$ cat config.mk
export PLATFORM = sky130hd
export DESIGN_NAME = matrix_frame_tx_flat
export DESIGN_NICKNAME = d
export VERILOG_FILES = /design/src/rtl/mftx_pkg.sv /design/src/rtl/matrix_frame_tx_if.sv /design/src/rtl/mftx_buffer.sv /design/src/rtl/matrix_frame_tx.sv /design/src/flat_wrapper.sv
export SDC_FILE = /design/constraint.sdc
export NUM_CORES = 1
export LEC_CHECK = 0
export BUFFER_PORTS_ARGS = -buffer_cell sky130_fd_sc_hd__buf_2
export CORE_MARGIN = 2
export CORE_UTILIZATION = 29
export CTS_CLUSTER_SIZE = 24
export DETAILED_ROUTE_END_ITERATION = 6
export SKIP_LAST_GASP = 1
export SLEW_MARGIN = 20
export SYNTH_ARGS = -nofsm -noshare
export SYNTH_HDL_FRONTEND = slang
export SYNTH_SLANG_ARGS = --single-unit
$ cat constraint.sdc
create_clock -name clk -period 2.8 [get_ports clk]
set_clock_uncertainty 0.2 [all_clocks]
set_input_delay 0.28 -clock clk [delete_from_list [all_inputs] [get_ports clk]]
set_output_delay 0.28 -clock clk [all_outputs]
set_load 0.02 [all_outputs]
$ cat src/rtl/mftx_pkg.sv
// mftx_pkg: shared definitions for the matrix frame transmitter.
//   - mftx_state_e : frame FSM states (IDLE, LEAD, DATA, TAIL, GAP)
//   - idx_width()  : index width for an N-entry structure (minimum 1 bit)
//   - LFSR polynomial helper and seeds for the optional LFSR fill
//     (MFTX_LFSR_FILL_EN)
//   - MFTX_BIT_NUM : sample width shared with the bidiagonalization core
package mftx_pkg;

    localparam int unsigned MFTX_BIT_NUM = 18;

    localparam int unsigned MFTX_LFSR_W  = 18;
    localparam logic [MFTX_LFSR_W-1:0] MFTX_LFSR_SEED_RE = 18'h00001;
    localparam logic [MFTX_LFSR_W-1:0] MFTX_LFSR_SEED_IM = 18'h2AAAA;

    typedef enum logic [2:0] {
        ST_IDLE,
        ST_LEAD,
        ST_DATA,
        ST_TAIL,
        ST_GAP
    } mftx_state_e;

    function automatic int unsigned idx_width(input int unsigned n);
        return (n <= 2) ? 1 : $clog2(n);
    endfunction

    // Fibonacci step for x^18 + x^11 + 1: feedback from stages 18 and 11.
    function automatic logic [MFTX_LFSR_W-1:0] lfsr_step(input logic [MFTX_LFSR_W-1:0] s);
        return {s[MFTX_LFSR_W-2:0], s[17] ^ s[10]};
    endfunction

endpackage

$ cat src/rtl/matrix_frame_tx_if.sv
// matrix_frame_tx_if: host-side bus of the matrix frame transmitter.
//   Host -> transmitter : wr_en, wr_addr, wr_re, wr_im, start
//                         (+ lfsr_mode when MFTX_LFSR_FILL_EN is defined)
//   Transmitter -> host : tx_valid, tx_re, tx_im, busy, done, wr_err
// Modports: master = host/test side, slave = matrix_frame_tx.
interface matrix_frame_tx_if #(
    parameter int unsigned BIT_NUM = 18,
    parameter int unsigned ADDR_W  = 4
);
    logic                      wr_en;
    logic [ADDR_W-1:0]         wr_addr;
    logic signed [BIT_NUM-1:0] wr_re;
    logic signed [BIT_NUM-1:0] wr_im;
    logic                      start;
`ifdef MFTX_LFSR_FILL_EN
    logic                      lfsr_mode;
`endif
    logic                      tx_valid;
    logic signed [BIT_NUM-1:0] tx_re;
    logic signed [BIT_NUM-1:0] tx_im;
    logic                      busy;
    logic                      done;
    logic                      wr_err;

`ifdef MFTX_LFSR_FILL_EN
    modport master (
        output wr_en, wr_addr, wr_re, wr_im, start, lfsr_mode,
        input  tx_valid, tx_re, tx_im, busy, done, wr_err
    );
    modport slave (
        input  wr_en, wr_addr, wr_re, wr_im, start, lfsr_mode,
        output tx_valid, tx_re, tx_im, busy, done, wr_err
    );
`else
    modport master (
        output wr_en, wr_addr, wr_re, wr_im, start,
        input  tx_valid, tx_re, tx_im, busy, done, wr_err
    );
    modport slave (
        input  wr_en, wr_addr, wr_re, wr_im, start,
        output tx_valid, tx_re, tx_im, busy, done, wr_err
    );
`endif
endinterface

$ cat src/rtl/mftx_buffer.sv
// mftx_buffer: DEPTH-entry complex register file, one synchronous write
// port and one combinational read port. Cleared by rst_n.
//   clk, rst_n            : clock, async active-low reset
//   i_wr_en/i_wr_addr     : write strobe and element index
//   i_wr_re/i_wr_im       : sample to store
//   i_rd_addr             : read index
//   o_rd_re/o_rd_im       : stored sample at i_rd_addr
module mftx_buffer #(
    parameter int unsigned BIT_NUM = 18,
    parameter int unsigned DEPTH   = 16,
    parameter int unsigned ADDR_W  = 4
) (
    input  logic                      clk,
    input  logic                      rst_n,
    input  logic                      i_wr_en,
    input  logic [ADDR_W-1:0]         i_wr_addr,
    input  logic signed [BIT_NUM-1:0] i_wr_re,
    input  logic signed [BIT_NUM-1:0] i_wr_im,
    input  logic [ADDR_W-1:0]         i_rd_addr,
    output logic signed [BIT_NUM-1:0] o_rd_re,
    output logic signed [BIT_NUM-1:0] o_rd_im
);
    logic signed [BIT_NUM-1:0] r_re [DEPTH];
    logic signed [BIT_NUM-1:0] r_im [DEPTH];

    always_ff @(posedge clk or negedge rst_n) begin
        if (!rst_n) begin
            for (int unsigned i = 0; i < DEPTH; i++) begin
                r_re[i] <= '0;
                r_im[i] <= '0;
            end
        end else if (i_wr_en) begin
            r_re[i_wr_addr] <= i_wr_re;
            r_im[i_wr_addr] <= i_wr_im;
        end
    end

    assign o_rd_re = r_re[i_rd_addr];
    assign o_rd_im = r_im[i_rd_addr];

endmodule

$ cat src/rtl/matrix_frame_tx.sv
// matrix_frame_tx: holds a ROWS x COLS complex matrix and, on start, sends
// it row-major on a valid/R/I stream framed for the bidiagonalization core:
// LEAD (valid, entry 0), DATA (N entries), TAIL (invalid, entry 0), then
// GAP_CYCLES idle cycles before re-arming.
//   clk, rst_n : clock, async active-low reset
//   bus.slave  : wr_en/wr_addr/wr_re/wr_im (buffer write, IDLE only),
//                start, tx_valid/tx_re/tx_im (stream), busy, done, wr_err
// Optional: define MFTX_LFSR_FILL_EN to add bus.lfsr_mode, selecting two
// 18-bit LFSRs as the sample source instead of the buffer.
module matrix_frame_tx
    import mftx_pkg::*;
#(
    parameter int unsigned BIT_NUM    = MFTX_BIT_NUM,
    parameter int unsigned ROWS       = 4,
    parameter int unsigned COLS       = 4,
    parameter int unsigned GAP_CYCLES = 4
) (
    input  logic clk,
    input  logic rst_n,
    matrix_frame_tx_if.slave bus
);
    localparam int unsigned N  = ROWS * COLS;
    localparam int unsigned AW = idx_width(N);
    localparam int unsigned GW = idx_width((GAP_CYCLES < 2) ? 2 : GAP_CYCLES);

    mftx_state_e r_state, w_next;
    logic [AW-1:0] r_cnt, w_cnt_next;
    logic [GW-1:0] r_gap, w_gap_next;
    logic [AW-1:0] w_rd_idx;
    logic          w_valid, w_use_sample, w_done;
    logic          w_wr_ok;

    logic signed [BIT_NUM-1:0] w_buf_re, w_buf_im;
    logic signed [BIT_NUM-1:0] w_byp_re, w_byp_im;
    logic signed [BIT_NUM-1:0] w_src_re, w_src_im;

    logic                      r_tx_valid, r_busy, r_done, r_wr_err;
    logic signed [BIT_NUM-1:0] r_tx_re, r_tx_im;

    assign w_wr_ok = bus.wr_en && (r_state == ST_IDLE);

    mftx_buffer #(
        .BIT_NUM (BIT_NUM),
        .DEPTH   (N),
        .ADDR_W  (AW)
    ) u_buffer (
        .clk       (clk),
        .rst_n     (rst_n),
        .i_wr_en   (w_wr_ok),
        .i_wr_addr (bus.wr_addr),
        .i_wr_re   (bus.wr_re),
        .i_wr_im   (bus.wr_im),
        .i_rd_addr (w_rd_idx),
        .o_rd_re   (w_buf_re),
        .o_rd_im   (w_buf_im)
    );

    // Outputs are registered from the next-state view, so the LEAD sample is
    // read in the start cycle itself; forward a same-cycle write so the frame
    // carries the new value.
    always_comb begin
        w_byp_re = w_buf_re;
        w_byp_im = w_buf_im;
        if (w_wr_ok && (bus.wr_addr == w_rd_idx)) begin
            w_byp_re = bus.wr_re;
            w_byp_im = bus.wr_im;
        end
    end

`ifdef MFTX_LFSR_FILL_EN
    logic [MFTX_LFSR_W-1:0] r_lfsr_re, r_lfsr_im;
    logic [MFTX_LFSR_W-1:0] r_lfsr0_re, r_lfsr0_im;
    logic                   r_mode, w_mode;
    logic [MFTX_LFSR_W-1:0] w_pick_re, w_pick_im;

    function automatic logic signed [BIT_NUM-1:0] to_bn(input logic [MFTX_LFSR_W-1:0] v);
        return BIT_NUM'($signed(v));
    endfunction

    // Mode is taken live in the start cycle, then held for the frame.
    assign w_mode = (r_state == ST_IDLE) ? bus.lfsr_mode : r_mode;

    always_comb begin
        w_pick_re = r_lfsr_re;
        w_pick_im = r_lfsr_im;
        if (w_next == ST_TAIL) begin
            w_pick_re = r_lfsr0_re;
            w_pick_im = r_lfsr0_im;
        end
        w_src_re = w_mode ? to_bn(w_pick_re) : w_byp_re;
        w_src_im = w_mode ? to_bn(w_pick_im) : w_byp_im;
    end

    // Each DATA output consumes the current LFSR value and advances it, so
    // the value at frame start is element 0; it is saved for the TAIL.
    always_ff @(posedge clk or negedge rst_n) begin
        if (!rst_n) begin
            r_lfsr_re  <= MFTX_LFSR_SEED_RE;
            r_lfsr_im  <= MFTX_LFSR_SEED_IM;
            r_lfsr0_re <= MFTX_LFSR_SEED_RE;
            r_lfsr0_im <= MFTX_LFSR_SEED_IM;
            r_mode     <= 1'b0;
        end else begin
            if (r_state == ST_IDLE && bus.start) begin
                r_mode     <= bus.lfsr_mode;
                r_lfsr0_re <= r_lfsr_re;
                r_lfsr0_im <= r_lfsr_im;
            end
            if (w_next == ST_DATA) begin
                r_lfsr_re <= lfsr_step(r_lfsr_re);
                r_lfsr_im <= lfsr_step(r_lfsr_im);
            end
        end
    end
`else
    always_comb begin
        w_src_re = w_byp_re;
        w_src_im = w_byp_im;
    end
`endif

    always_comb begin
        w_next       = r_state;
        w_cnt_next   = r_cnt;
        w_gap_next   = r_gap;
        w_rd_idx     = '0;
        w_valid      = 1'b0;
        w_use_sample = 1'b0;
        w_done       = 1'b0;
        case (r_state)
            ST_IDLE: begin
                if (bus.start) begin
                    w_next       = ST_LEAD;
                    w_valid      = 1'b1;
                    w_use_sample = 1'b1;
                    w_cnt_next   = '0;
                end
            end
            ST_LEAD: begin
                w_next       = ST_DATA;
                w_valid      = 1'b1;
                w_use_sample = 1'b1;
                w_cnt_next   = '0;
            end
            ST_DATA: begin
                w_use_sample = 1'b1;
                if (r_cnt == AW'(N - 1)) begin
                    // TAIL repeats entry 0 with valid low.
                    w_next = ST_TAIL;
                end else begin
                    w_cnt_next = r_cnt + AW'(1);
                    w_rd_idx   = r_cnt + AW'(1);
                    w_valid    = 1'b1;
                end
            end
            ST_TAIL: begin
                w_gap_next = '0;
                if (GAP_CYCLES == 0) begin
                    w_next = ST_IDLE;
                    w_done = 1'b1;
                end else begin
                    w_next = ST_GAP;
                end
            end
            ST_GAP: begin
                if (r_gap == GW'(GAP_CYCLES - 1)) begin
                    w_next = ST_IDLE;
                    w_done = 1'b1;
                end else begin
                    w_gap_next = r_gap + GW'(1);
                end
            end
            default: w_next = ST_IDLE;
        endcase
    end

    always_ff @(posedge clk or negedge rst_n) begin
        if (!rst_n) begin
            r_state    <= ST_IDLE;
            r_cnt      <= '0;
            r_gap      <= '0;
            r_tx_valid <= 1'b0;
            r_tx_re    <= '0;
            r_tx_im    <= '0;
            r_busy     <= 1'b0;
            r_done     <= 1'b0;
            r_wr_err   <= 1'b0;
        end else begin
            r_state    <= w_next;
            r_cnt      <= w_cnt_next;
            r_gap      <= w_gap_next;
            r_tx_valid <= w_valid;
            r_tx_re    <= w_use_sample ? w_src_re : '0;
            r_tx_im    <= w_use_sample ? w_src_im : '0;
            r_busy     <= (w_next != ST_IDLE);
            r_done     <= w_done;
            r_wr_err   <= bus.wr_en && (r_state != ST_IDLE);
        end
    end

    assign bus.tx_valid = r_tx_valid;
    assign bus.tx_re    = r_tx_re;
    assign bus.tx_im    = r_tx_im;
    assign bus.busy     = r_busy;
    assign bus.done     = r_done;
    assign bus.wr_err   = r_wr_err;

endmodule
$ cat src/flat_wrapper.sv
// flat-port wrapper written by rule: the top's interface ports become plain ports
module matrix_frame_tx_flat import mftx_pkg::*;
#(
    parameter int unsigned BIT_NUM    = MFTX_BIT_NUM,
    parameter int unsigned ROWS       = 4,
    parameter int unsigned COLS       = 4,
    parameter int unsigned GAP_CYCLES = 4
)
  (clk, rst_n, bus_wr_en, bus_wr_addr, bus_wr_re, bus_wr_im, bus_start, bus_tx_valid, bus_tx_re, bus_tx_im, bus_busy, bus_done, bus_wr_err);
  matrix_frame_tx_if #(.BIT_NUM(BIT_NUM)) bus_i ();
  input  logic clk;
  input  logic rst_n;
  input wire logic [$bits(bus_i.wr_en)-1:0] bus_wr_en;
  input wire logic [$bits(bus_i.wr_addr)-1:0] bus_wr_addr;
  input wire logic [$bits(bus_i.wr_re)-1:0] bus_wr_re;
  input wire logic [$bits(bus_i.wr_im)-1:0] bus_wr_im;
  input wire logic [$bits(bus_i.start)-1:0] bus_start;
  output wire logic [$bits(bus_i.tx_valid)-1:0] bus_tx_valid;
  output wire logic [$bits(bus_i.tx_re)-1:0] bus_tx_re;
  output wire logic [$bits(bus_i.tx_im)-1:0] bus_tx_im;
  output wire logic [$bits(bus_i.busy)-1:0] bus_busy;
  output wire logic [$bits(bus_i.done)-1:0] bus_done;
  output wire logic [$bits(bus_i.wr_err)-1:0] bus_wr_err;
  assign bus_i.wr_en = bus_wr_en;
  assign bus_i.wr_addr = bus_wr_addr;
  assign bus_i.wr_re = bus_wr_re;
  assign bus_i.wr_im = bus_wr_im;
  assign bus_i.start = bus_start;
  assign bus_tx_valid = bus_i.tx_valid;
  assign bus_tx_re = bus_i.tx_re;
  assign bus_tx_im = bus_i.tx_im;
  assign bus_busy = bus_i.busy;
  assign bus_done = bus_i.done;
  assign bus_wr_err = bus_i.wr_err;
  matrix_frame_tx #(.BIT_NUM(BIT_NUM), .ROWS(ROWS), .COLS(COLS), .GAP_CYCLES(GAP_CYCLES)) u_core (.clk(clk), .rst_n(rst_n), .bus(bus_i));
endmodule
==> impl.org <==
** Routing
- The detailed router finished its first iteration with 1930 violations.
- After detailed routing, the number of remaining DRC violations is 0.
- The final layout contains routed wiring with a total length of 87.1 mm.
- Summing over every cut layer, the via total after detailed routing is 22400.
- Via-to-Cell Ratio :: 5.17
- Dividing the detail-routed wire length by the instance count gives 20.1 um.
- Antenna viol nets, final :: 0
- Detailed-router iteration count before antenna repair :: 5

** Global route
- Pin count of the biggest net entering global routing :: 79
- Global routing usage summed across all routing layers :: 0.172
- GR Overflow Total :: 0
- The number of global-route vias before repair was 22000.
- The first global-routing pass estimated 135 mm of wire.
- Number of antenna violations at the first check in global routing :: 5

** STA
- Setup repair after global routing left no endpoint under its margin.
- The number of hold violations in the final report came to 0.
- The final-report max-slew violation count was 0.
- Max Clock Freq :: 376 MHz
- At the pin with the least slew margin, the transition time is 0.734 ns.
- In the finished design, the share of the clock period the worst path needs comes to 0.950.
- In this run the tightest slew margin relative to its limit is 0.510.
- Setup violations remaining at the end of the flow were counted as 0.
- Counting I/O delays and the setup requirement, the final critical path takes 2.66 ns.
- Final sum of negative setup slack :: 0 ns

** Yosys
- For this run, the leading register cell type out of synthesis is dfrtp_1.
- Counting every net in the synthesized netlist gives 3035.
- During synthesis, Yosys emitted a total of 0 warnings.
- Average size of a mapped cell :: 9.51 um^2
- Post-synthesis instance area :: 0.0284 mm^2
- Seq/Total Area, Yosys :: 0.550
- Counting flops with an async set or reset pin after synthesis yields a share of 1.00.
- Fraction of post-synthesis cell area in the top cell type by area :: 0.550
- Number of synthesized flops with an enable pin :: 0
- Flip-flop and latch count after synthesis :: 625
- Gate count of the mapped netlist :: 2989
- Top-count cell post-synth :: dfrtp_1
- Distinct cell type count after synthesis :: 42
- Top cell types by occurrence after synthesis :: dfrtp_1 (625), o21ai_0 (541), nand2_1 (524)
- Dominant cells by area after synthesis :: dfrtp_1 (55%), o21ai_0 (9.5%), nand2_1 (6.9%)
- Summed over all instances, the cell type with the most area after synthesis is dfrtp_1.

** Die
- Placeable core area :: 0.0969 mm^2
- Die area :: 0.101 mm^2
- Core Rows :: 114
- Height of the chip :: 317 um
- Die boundary width :: 317 um
- During I/O placement, the number of pins put on the boundary was 84.
- The initial utilization of the core area, before any placement, comes to 0.293.

** Placed design
- Routability-driven placement finished with a final weighted congestion of 0.767.
- Summed over all nets, the half-perimeter wirelength after detailed placement is 48.8 mm.
- In this run the tool buffered the top-level ports with 83 buffer cells.
- Summing all placed instances gives a cell area of 0.0309 mm^2.

** CTS
- Deepest level of the CTS H-tree :: 2
- The clock reaches the later pin of the worst-skew pair after 0.62 ns.
- Number of clock buffers inserted by TritonCTS :: 61
- TritonCTS built the clock tree.
- Setup bufs post-CTS :: 0
- The clock passes through at most 3 buffers.
- Sink Count :: 625
- Clock transition at path regs :: 0.07 ns
- After clock tree synthesis, the repair step resized 0 gates.
- In this run, post-CTS hold repair placed 43 buffers.
- Root buffer cell :: clkbuf_16

** Worst setup path
- CP peak stage delay :: 0.49 ns
- Cell with the largest stage delay on the worst path :: dfrtp_4
- At the worst endpoint, the arrival time is 2.95 ns.
- Among cell families on the critical path, the largest total delay comes from compound AO/OA/AOI/OAI gates.
- List of cells traversed by the critical path :: ha_4, and3_1, or4_4, buf_4, o221ai_1, o22ai_1, a22oi_1, o21ai_0
- Buffer and inverter count on the worst path :: 1
- Worst Path Required :: 3.09 ns
- STA classifies the critical path startpoint as a register.
- The worst setup path is captured at a register.
- The critical path in this run is classified as reg2reg.
- Of all nets on the critical path, the largest fanout is 34.

** Final layout
- Share of layout cells above drive strength 1 :: 0.131
- # nets final :: 3047
- Area delta synth->final :: 17.8%
- At the end of the flow the core is filled with cells to 0.346.
- Area of all placed cells without fillers :: 0.0335 mm^2

** Job
- Max-cap violations :: 0

** Power and ir drop
- In this run the static leakage power is 14.8 nW.
- The completed layout was analyzed and its total power is 36.8 mW.
- Max IR drop VDD :: 714 uV
- Power per standard cell area :: 1100 mW/mm^2

** Status
- The flow ran to the end, and the final reports show no timing, DRC or antenna violations.

** Worst hold path
- The min-delay analysis places its worst path in the category in2async.
cells in the final DEF, fill, tap and decap left out, types with 2 or more instances in the layout:
cell	netlist	routed
nand2_2	0	8
bufinv_16	0	6
o22ai_1	72	72
mux2i_1	146	146
clkbuf_8	0	16
nand4_1	71	71
clkinvlp_4	0	5
o211ai_1	70	70
buf_4	0	65
a211oi_1	2	2
a32oi_1	70	70
dfrtp_1	625	624
clkinv_2	0	12
xnor2_1	2	2
nand2_1	524	514
nand2_4	0	2
nor2_4	0	4
o221ai_1	70	70
o21ai_0	541	541
dlygate4sd3_1	0	42
mux2_2	73	73
a21oi_1	6	6
nand3_4	0	4
nand2b_1	4	4
nor2b_1	4	4
o21ai_1	6	6
nand3_1	79	75
a22o_1	2	2
and3_1	5	3
buf_2	20	82
nor2_1	156	152
a22oi_1	34	34
inv_1	114	114
and3_2	0	2
clkbuf_1	250	9
nor3_1	7	6
diode_2	0	3
clkbuf_16	0	62
buf_12	0	49
flip-flops by register name (all words and copies together) (netlist names), 2 cells and up:
name and count:
u_core.u_buffer.r_im 288, u_core.r_gap 2, u_core.bus.tx_im 18, u_core.r_cnt 4, u_core.r_state 3, u_core.u_buffer.r_re 288
u_core.bus.tx_re 18
path summary, 6_finish.rpt:
kind / to / slack, ns / start / cells past startpoint
min in group clk: u_core.u_buffer.r_im[18] / 0.16 / bus_wr_addr[1] / 6
max in group asynchronous: u_core.u_buffer.r_re[255] / 1.71 / rst_n / 4
setup reg to reg: u_core.bus.tx_im[12] / 0.14 / u_core.r_cnt[0] / 8
hold reg to reg: u_core.u_buffer.r_re[217] / 0.28 / u_core.u_buffer.r_re[217] / 2
setup / recovery: u_core.bus.tx_im[12] / 0.14 / u_core.r_cnt[0] / 8
hold / removal: u_core.u_buffer.r_im[147] / 0.13 / rst_n / 3
worst register-to-register path: stages, from the launching register on:
cell and delay, ns:
dfrtp_4 0.49, ha_4 0.18, and3_1 0.19, or4_4 0.44, buf_4 0.32, o221ai_1 0.30
o22ai_1 0.11, a22oi_1 0.18, o21ai_0 0.11
through the flow:
step	setup slack (ns)	instances	hold WS [ns]
CTS	0.155	4326	0.136
finish	0.140	4329	0.133
global route	0.0170	4327	0.156
floorplan	0.353	2989	-0.216
detailed placement	0.179	4171	0.0287
global placement	0.179	4171	0.0322
logic make-up after synthesis:
kind of cell               Yosys count  share of synthesized area
xor gates and xnor gates             3                   0.000925
muxes                              220                     0.0811
AOI/OAI and AO/OA                  879                      0.187
adders and majority gates            2                   0.000880
and+or+nand+nor                    856                      0.125
buffers and inverters              404                     0.0545
DFF                                625                      0.550
final cells by class:
cell class              count  area (um^2)
multi-input cells        1960        11400
well taps                1276         1600
clock inverters            25          303
fillers                  9834        63400
repair buffers            239         2310
flip-flops and latches    625        15600
diodes                      3         7.51
clock buffers              87         1810
inverters                 114          428
power by group:
part           internal, mW  total [mW]  switching (mW)  leakage, nW
Clock                  5.02        8.65            3.63         1.03
Combinational          5.61        13.9            8.27         5.79
Sequential             12.5        14.3            1.84         8.01
metal layers:
| metal | routed length (um) | share of wire | vias to the layer above | global-route usage |
|---|---|---|---|---|
| li1 | - | - | 10600 | - |
| met1 | 39600 | 0.46 | 11000 | 0.240 |
| met2 | 39900 | 0.46 | 684 | 0.277 |
| met3 | 5470 | 0.063 | 130 | 0.0308 |
| met4 | 2030 | 0.023 | 6 | 0.0438 |
| met5 | 34 | 0.00039 | - | 0 |
Note: power is estimated with default switching activity, not from simulation.
